<file path="src/rtl/seg_scan_ctrl.sv">
// seg_scan_ctrl: 4-digit 7-segment multiplexed scan with PWM dimming and double-buffered digit patterns
module seg_scan_ctrl #(
    parameter int SLOT_CYCLES = 40000,
    parameter int CBITS       = 16
) (
    input  logic       clk,
    input  logic       rst,
    input  logic       enable,
    input  logic [2:0] brightness,
    input  logic       wr_valid,
    output logic       wr_ready,
    input  logic [1:0] wr_addr,
    input  logic [6:0] wr_data,
    input  logic       commit,
    output logic       commit_ack,
    output logic [6:0] segment,
    output logic [3:0] digit_en,
    output logic       frame_done
);
    logic [CBITS-1:0] cnt;
    logic [1:0]       idx;
    logic [2:0]       pwm;
    logic             pending;
    logic [6:0]       shadow [4];
    logic [6:0]       active [4];
    logic             slot_end;
    logic             boundary;
    logic             lit;
    logic             publish;
    assign slot_end = cnt == CBITS'(SLOT_CYCLES - 1);
    assign boundary = enable & slot_end & (idx == 2'd3);
    assign lit      = enable & (pwm <= brightness);
    assign publish  = boundary & pending;
    // Writes are refused only while the shadow is being copied, so the copy is never torn.
    assign wr_ready = ~publish;
    // Slot counter, digit index and PWM phase advance only while scanning is enabled.
    always_ff @(posedge clk) begin
        if (!rst) begin
            cnt <= '0;
            idx <= 2'd0;
            pwm <= 3'd0;
        end else if (enable) begin
            cnt <= slot_end ? '0 : cnt + 1'b1;
            idx <= slot_end ? idx + 2'd1 : idx;
            pwm <= slot_end ? 3'd0 : pwm + 3'd1;
        end
    end
    // Registered display drive and frame/commit status pulses.
    always_ff @(posedge clk) begin
        if (!rst) begin
            segment    <= 7'd0;
            digit_en   <= 4'd0;
            frame_done <= 1'b0;
            commit_ack <= 1'b0;
        end else begin
            segment    <= lit ? active[idx] : 7'd0;
            digit_en   <= lit ? 4'b0001 << idx : 4'd0;
            frame_done <= boundary;
            commit_ack <= publish;
        end
    end
    // Shadow writes, commit request tracking and frame-aligned publish to the active buffer.
    always_ff @(posedge clk) begin
        if (!rst) begin
            pending <= 1'b0;
            for (int i = 0; i < 4; i++) begin
                shadow[i] <= 7'd0;
                active[i] <= 7'd0;
            end
        end else begin
            if (wr_valid && wr_ready)
                shadow[wr_addr] <= wr_data;
            if (publish)
                for (int i = 0; i < 4; i++)
                    active[i] <= shadow[i];
            // A commit arriving while a publish is underway is absorbed by that publish.
            pending <= publish ? 1'b0 : pending | commit;
        end
    end
endmodule
</file>
<file path="config.mk">
export PLATFORM = sky130hd
export DESIGN_NAME = seg_scan_ctrl
export DESIGN_NICKNAME = d
export VERILOG_FILES = /design/src/rtl/seg_scan_ctrl.sv
export SDC_FILE = /design/constraint.sdc
export NUM_CORES = 1
export LEC_CHECK = 0
export ABC_AREA = 1
export BUFFER_PORTS_ARGS = -buffer_cell sky130_fd_sc_hd__buf_2
export CORE_ASPECT_RATIO = 1.75
export CORE_MARGIN = 8
export CORE_UTILIZATION = 35
export DETAILED_ROUTE_END_ITERATION = 6
export GPL_TIMING_DRIVEN = 0
export PLACE_DENSITY_LB_ADDON = 0.3
export SYNTH_ARGS = -nofsm -noshare
export SYNTH_HDL_FRONTEND = slang
export SYNTH_SLANG_ARGS = --single-unit
</file>
<file path="constraint.sdc">
create_clock -name clk -period 2.1 [get_ports clk]
set_input_delay 0.21 -clock clk [delete_from_list [all_inputs] [get_ports clk]]
set_output_delay 0.21 -clock clk [all_outputs]
set_load 0.01 [all_outputs]
</file>
### Word-level counts from Yosys, hierarchy flattened

Memories as Yosys holds them, arrays and structs flattened. A register that Yosys moved wholly into a read port is not among the register bits.
Cells that the tools add are included.

* bits in registers: 28
* RAM bits: 56
* input port bits: 17
* output and inout port bits: 14
* word-level logic and storage cells: 49
* memories: 2

* $add $sub $neg: 3
* $lt $le $gt $ge: 1
* eq/ne operators: 2
* shifts and indexed selects: 1
* multiplexer cells: 16
* bitwise operators: 11
* reduce and logical (&&, ||, !) cells: 6

Memory list
* active: words 4, bits a word 7, rd ports 1, clocked after memory_dff 1, wr ports 4, line 25 `logic [6:0] active [4];`
* shadow: words 4, bits a word 7, rd ports 4, clocked after memory_dff 0, wr ports 4, line 24 `logic [6:0] shadow [4];`

Operators with widths (count)
* 7-bit two-way mux: 5
* 16-bit by 1-bit adder with 16-bit output, second input constant: 1
* 16-bit == test, second input constant: 1
* 16-bit two-way mux: 1
* 1-bit two-way mux: 8
* 7-bit OR reduction: 1
* 1-bit OR: 5
* 1-bit AND: 4
* 2-bit AND reduction: 2
* 1-bit by 2-bit << shifter with 4-bit output, first input constant: 1
* 3-bit by 1-bit adder with 3-bit output, second input constant: 1
* 3-bit <= comparator: 1
* 3-bit two-way mux: 1
* 2-bit by 1-bit adder with 2-bit output, second input constant: 1
* 2-bit == test, second input constant: 1
* 2-bit two-way mux: 1
* 1-bit NOT: 2
* 2-bit OR reduction: 1
* 1-bit logical AND: 1
* 1-bit zero test: 1

### Logic depth before layout (Yosys ltp)

Gate-level depths: netlist (run 1).

* depth after elaboration: 11
* gate-level depth with buffers: 11
* gate-level depth less buffers: 11

### Worst setup path after synthesis (run 1)

Ideal clock, no wire load.

* kind: reg-to-reg
* start point: register cnt[0]
* end point: memory active[0][0] (enable)
* library setup time: 386 ps
* data arrival time: 1725 ps
* setup slack: -11 ps
* stages on the path, launching flop included: 6
* buffers on the path: 0
* period minus slack after synthesis: 2111 ps
* cells stage by stage: dfxtp_1 -> ha_1 -> nand3_1 -> nor2_2 -> nand4_1 -> nand2_1

RTL lines
* from (decl): line 20 `logic [CBITS-1:0] cnt;`
* from (signal assigned): line 43 `cnt <= slot_end ? '0 : cnt + 1'b1;`
* to (decl): line 25

==> metrics.yaml, run 1 <==
r2r_cells: 9
start_util_pct: 35.8
crit_type: "reg -> reg"
finalNonFillerCells: 590
synth_cell_type_count: 23
wire_per_inst_um: 11.9
whs_ns: 0.122
power.density_nw_per_um2: 827
cp_slowest_cell: "dfxtp_1"
p_leak_nw: 1.90
antenna_found_initial: 0
overflow: 0
grt_pass1_vias: 2584
final_hold_viol_count: 0
hold_start: "commit"
ff2ff_setup_slack_ns: 0.21
crit_start: "cnt[0]$_SDFFE_PN0P_"
cts_sinks: 91
route.detailed.drc: 0
worstHoldEndpoint: "pending$_SDFF_PP0_"
outcome: "finished clean"
synth_top_area_share_pct: 44.2
worstHoldPathType: "in -> reg"
drive_above_1_share_pct: 13.3
crit_buf_inv: 2
cts_tree: "yes"
io_pins: 31
slew_headroom_pct: 59.0
syn_nets: 435
clk_latency_ns: 0.33
wl_met2_mm: 3.68
total_power_mw: 3.66
final_design_area_no_fill_sq_um: 4430
grt_pass1_wl_mm: 11.6
period_needed_ns: 1.89
synthTopCellsByCount: "91 x nand2_1, 66 x nor2_1, 60 x inv_1"
r2r_end: "shadow[3][4]$_DFFE_PP_"
clk_pin_slew_ns: 0.06
synth_top_area_cell: "edfxtp_1"
dr.pass1.iters: 4
dr.first_iter.drc_count: 85
cpLargestDelayFamily: "simple AND/OR/NAND/NOR gates"
fp.dieArea_sq_um: 14600
clockBufferDepth: 2
clock_skew_ns: 0.00481
crit_path_max_incr_delay_ns: 0.35
antenna_left: 0
crit_chain: "ha_1 -> nand3_1 -> nor2_2 -> nand2_2 -> nor3_4 -> nand2_1 -> buf_2 -> nand3_1 -> inv_2"
yosysWarnings: 0
area_growth_pct: 16.3
max_freq_mhz: 530
critical_path_arrival_ns: 1.97
hpwl_mm: 5.43
synth_area_leaders: "edfxtp_1 44%, dfxtp_1 18%, nand2_1 9.0%"
synth-main-ff-cell: "edfxtp_1"
cts_buffers: 9
wl_met3_um: 313
final.setup.worst_slack_ns: 0.213
min_path_cells: 3
max_cap_violations: 0
rows: 50
dpl.cell_count: 572
placed_cell_area_sq_um: 4120
rsz0062_at_grt: "false"
cpMostUsedCell: "nand3_1"
ir_drop_mv: 0.368
place.gp.congestion: 0.865
gr-usage-all-layers_pct: 10.2
setup_viol: 0
root_buffer: "clkbuf_16"
nNetsFinal: 478
synth.avg_cell_area_sq_um: 9.24
cp-end-kind: "register"
routed.top_layer: "met4"
via_count: 2633
synth.most_common_cell: "nand2_1"
synthArstFlopShare_pct: 0
via_per_inst: 4.46
h-tree-depth: 3
yosysSeqAreaShare_pct: 62.6
worstReg2RegStart: "cnt[0]$_SDFFE_PN0P_"
drt-met1-wl_mm: 2.77
netlist_instances: 412
syn_area_sq_um: 3800
diodes: 0
die_x_um: 94.8
post-place-ws_ns: -0.373
core-area_sq_um: 10600
grt_max_degree: 30
synth-seq-cells: 91
startpoint_type: "register"
synth-edff-count: 56
routed_wl_mm: 7.03
cp_data_required_time_ns: 2.18
worstMarginPinSlew_ns: 0.613
portBuffers: 30
worstPathMaxFanout: 10
min_period_over_period_pct: 89.8
slew_viol_final: 0
fp.dieH_um: 154
## kinds of logic (layout without fill, tap and decap cells)
kind of cell / count (synthesis) / in the layout / share of synthesized area (%)
xor+xnor: 3 / 3 / 0.691
fa+ha+maj: 6 / 6 / 1.97
buf+inv: 77 / 125 / 7.89
flops: 91 / 91 / 62.6
compound gates: 34 / 34 / 4.67
simple gates: 201 / 201 / 22.2
## registers in the layout (all words and copies together), names as in the netlist
register    flops
commit_ack      1
shadow         28
frame_done      1
idx             2
active         28
pending         1
cnt            16
pwm             3
digit_en        4
segment         7
## area by class of cell
class,count,area (sq um)
well taps,130,163
repair buffers,32,165
plain buffers,12,56.3
multi-input cells,244,1140
fillers,1112,6210
clock buffers,13,262
clock inverters,3,13.8
flip-flops and latches,91,2380
inverters,65,244
## power breakdown
group / internal (mW) / switching (mW) / total, mW / leakage (nW)
clock network: 0.867 / 0.605 / 1.47 / 0.136
logic: 0.0586 / 0.125 / 0.183 / 0.942
registers: 1.98 / 0.0249 / 2.01 / 0.822
## timing repair
item | CTS | global route
cloned | 0 | 0
resized for setup | 5 | 1
hold buffers | 0 | 0
setup endpoints to repair | 56 | 7
buffers inserted | 2 | 0
## layer usage
layer / global-route usage, % / vias to the layer above
li1: - / 1409
met1: 10.0 / 1161
met2: 18.1 / 45
met3: 2.29 / 18
met4: 7.34 / 0
met5: 0 / -
## worst reg2reg max path, stage by stage, from the launching register on
cell	delay, ns
dfxtp_1	0.35
ha_1	0.21
nand3_1	0.13
nor2_2	0.16
nand2_2	0.12
nor3_4	0.17
nand2_1	0.11
buf_2	0.20
nand3_1	0.11
inv_2	0.09
## per-stage QoR
stage / util (%) / TNS [ns]
global placement: 38.7 / -4.95
detailed placement: 38.7 / -6.03
CTS: 41.6 / 0
global route: 41.6 / 0
finish: 41.6 / 0
floorplan: - / 0
## how the worst max path moves through the flow
stage | cells past startpoint | end | slack (ns)
floorplan | 6 | shadow[1][0]$_SDFFCE_PN0P_ | 0.005
global placement | 6 | shadow[0][2]$_SDFFCE_PN0P_ | -0.32
detailed placement | 6 | shadow[0][2]$_SDFFCE_PN0P_ | -0.37
CTS | 9 | shadow[3][6]$_DFFE_PP_ | 0.11
global route | 9 | shadow[3][6]$_DFFE_PP_ | 0.06
finish | 9 | shadow[3][4]$_DFFE_PP_ | 0.21
## layout by cell type, fill, tap and decap left out, drive strengths merged
cell type,synthesis,layout
nand2,92,92
nor2,68,68
inv,63,63
edfxtp,56,56
buf,4,36
dfxtp,35,35
nor3,27,27
clkbuf,8,21
a21oi,20,20
o21ai,11,11
nand3,8,8
ha,6,6
nand4,6,6
clkinv,2,5
a211oi,3,3
xor2,3,3
Note: power is estimated with default switching activity, not from simulation.
==> run 2, diff against run 1 <==
Settings changed: PLACE_DENSITY set to 0.64, PLACE_DENSITY_LB_ADDON 0.3 to not set.
==> run 2 against run 1 <==
Cell count unchanged. Clock skew about the same. Wire length down 2.9%. Utilization up 0.28 points. Global-route usage down 0.26 points. Clock power up 9.5%. Highest routed layer unchanged. Largest power group unchanged. Combinational power about the same. Hold slack better by 0.010 ns.
==> metrics.yaml, run 2 (same netlist as run 1, synthesis figures left out) <==
rows: 50  # unchanged
p_leak_nw: 1.91  # was 1.90 nW
drive_above_1_share_pct: 13.7  # was 13.3%
rsz0062_at_grt: "false"  # unchanged
core-area_sq_um: 10600  # unchanged
worstHoldPathType: "in -> reg"  # unchanged
worstMarginPinSlew_ns: 0.605  # was 0.613 ns
startpoint_type: "register"  # unchanged
route.detailed.drc: 0  # unchanged
hpwl_mm: 5.25  # was 5.43 mm
gr-usage-all-layers_pct: 9.97  # was 10.2%
clockBufferDepth: 2  # unchanged
final_hold_viol_count: 0  # unchanged
cp_data_required_time_ns: 2.09  # was 2.18 ns
overflow: 0  # unchanged
dr.pass1.iters: 4  # unchanged
cts_tree: "yes"  # unchanged
hold_start: "commit"  # unchanged
wire_per_inst_um: 11.6  # was 11.9 um
antenna_left: 0  # unchanged
final_common_cell: "nand2_1"  # unchanged
slew_headroom_pct: 59.5  # was 59.0%
via_count: 2605  # was 2,633
period_needed_ns: 1.90  # was 1.89 ns
nNetsFinal: 478  # unchanged
clk_latency_ns: 0.33  # about the same
ff2ff_setup_slack_ns: 0.20  # was 0.21 ns
grt_pass1_wl_mm: 11.2  # was 11.6 mm
fp.dieH_um: 154  # unchanged
clock_skew_ns: 0.00476  # was 0.00481 ns
antenna_found_initial: 0  # unchanged
dr.first_iter.drc_count: 90  # was 85
portBuffers: 30  # unchanged
final.setup.tns_ns: 0  # unchanged
root_buffer: "clkbuf_16"  # unchanged
worstPathMaxFanout: 8  # was 10
grt_max_degree: 30  # unchanged
io_pins: 31  # unchanged
place.gp.congestion: 0.833  # was 0.865
r2r_cells: 7  # was 9
max_cap_violations: 0  # unchanged
min_path_cells: 3  # unchanged
crit_type: "reg -> reg"  # unchanged
layout_common_cells: "90 x nand2_1, 66 x nor2_1, 59 x inv_1"  # unchanged
cp_slowest_cell: "o21ai_2"  # was dfxtp_1
h-tree-depth: 3  # unchanged
start_util_pct: 35.8  # unchanged
worstReg2RegStart: "cnt[0]$_SDFFE_PN0P_"  # unchanged
cp-end-kind: "register"  # unchanged
routed_wl_mm: 6.82  # was 7.03 mm
worstHoldEndpoint: "pending$_SDFF_PP0_"  # unchanged
power.density_nw_per_um2: 852  # was 827 nW/um^2
critical_path_arrival_ns: 1.89  # was 1.97 ns
clk_pin_slew_ns: 0.06  # about the same
area_growth_pct: 17.1  # was 16.3%
outcome: "finished clean"  # unchanged
fp.dieArea_sq_um: 14600  # unchanged
grt_pass1_vias: 2414  # was 2,584
cts_buffers: 9  # unchanged
total_power_mw: 3.80  # was 3.66 mW
setup_viol: 0  # unchanged
die_x_um: 94.8  # unchanged
slew_viol_final: 0  # unchanged
crit_path_max_incr_delay_ns: 0.37  # was 0.35 ns
fin_util_pct: 41.9  # was 41.6%
cts_sinks: 91  # unchanged
min_period_over_period_pct: 90.6  # was 89.8%
ir_drop_mv: 0.431  # was 0.368 mV
diodes: 0  # unchanged
crit_chain: "ha_1 -> nand3_1 -> nor2_2 -> nand4_1 -> buf_4 -> nand4_4 -> o21ai_2"  # was ha_1 -> nand3_1 -> nor2_2 -> nand2_2 -> nor3_4 -> nand2_1 -> buf_2 -> nand3_1 -> inv_2
reg_top3: "active x28, shadow x28, cnt x16"  # unchanged
via_per_inst: 4.42  # was 4.46
r2r_end: "shadow[0][3]$_SDFFCE_PN0P_"  # was shadow[3][4]$_DFFE_PP_
max_freq_mhz: 526  # was 530 MHz
[run 2: final cells by class]
class,count,area [sq um]
multi-input cells,244,1140
fillers,1087,6180
well taps,130,163
flip-flops and latches,91,2380
clock buffers,12,258
repair buffers,32,165
inverters,65,244
plain buffers,12,56.3
clock inverters,4,47.5
[run 2: critical path: cells and delay by family (launching register included)]
family	cells	cell delay (ns)
fa+ha+maj	1	0.23
simple gates	4	0.47
buf+inv	1	0.17
flops	1	0.33
compound gates	1	0.37
[run 2: per-layer routing]
metal  share of wire [%]  track usage [%]  wire length [um]  vias to the layer above
met4                 1.9             5.61               130                        0
met2                  54             17.7              3700                       48
met3                 5.5             3.07               377                        8
met5                   0                0                 0                        -
li1                    -                -                 -                     1403
met1                  38             9.78              2610                     1146
[run 2: timing repair]
action	CTS	global route
endpoints found under the setup margin	56	7
pin swaps	0	0
buffers inserted	2	0
hold buffers	0	0
gates resized for setup	5	1
[run 2: through the flow]
stage               area, sq um  setup WS (ns)  hold slack (ns)  cells
floorplan                  3810        0.00498            0.339    412
global placement           4120         -0.293            0.447    572
detailed placement         4120         -0.368            0.457    572
CTS                        4460         0.0972            0.116    590
global route               4460         0.0124            0.149    590
finish                     4460          0.198            0.133    590
[run 2: worst max-delay path by stage]
stage	start	to	slack [ns]	cells past startpoint
6_report	cnt[0]$_SDFFE_PN0P_	shadow[0][3]$_SDFFCE_PN0P_	0.20	7
5_1_grt	cnt[0]$_SDFFE_PN0P_	shadow[3][4]$_DFFE_PP_	0.01	9
4_1_cts	cnt[0]$_SDFFE_PN0P_	shadow[3][4]$_DFFE_PP_	0.1	9
3_5_place_dp	cnt[0]$_SDFFE_PN0P_	shadow[0][3]$_SDFFCE_PN0P_	-0.37	6
3_3_place_gp	cnt[0]$_SDFFE_PN0P_	shadow[0][2]$_SDFFCE_PN0P_	-0.29	6
2_1_floorplan	cnt[0]$_SDFFE_PN0P_	shadow[1][0]$_SDFFCE_PN0P_	0.005	6
[run 2: where the power goes]
group          switching (mW)  leakage (nW)  internal, mW
Clock                   0.616         0.148         0.990
Combinational           0.123         0.942        0.0584
Sequential             0.0256         0.822          1.98
Total                   0.765          1.91          3.03
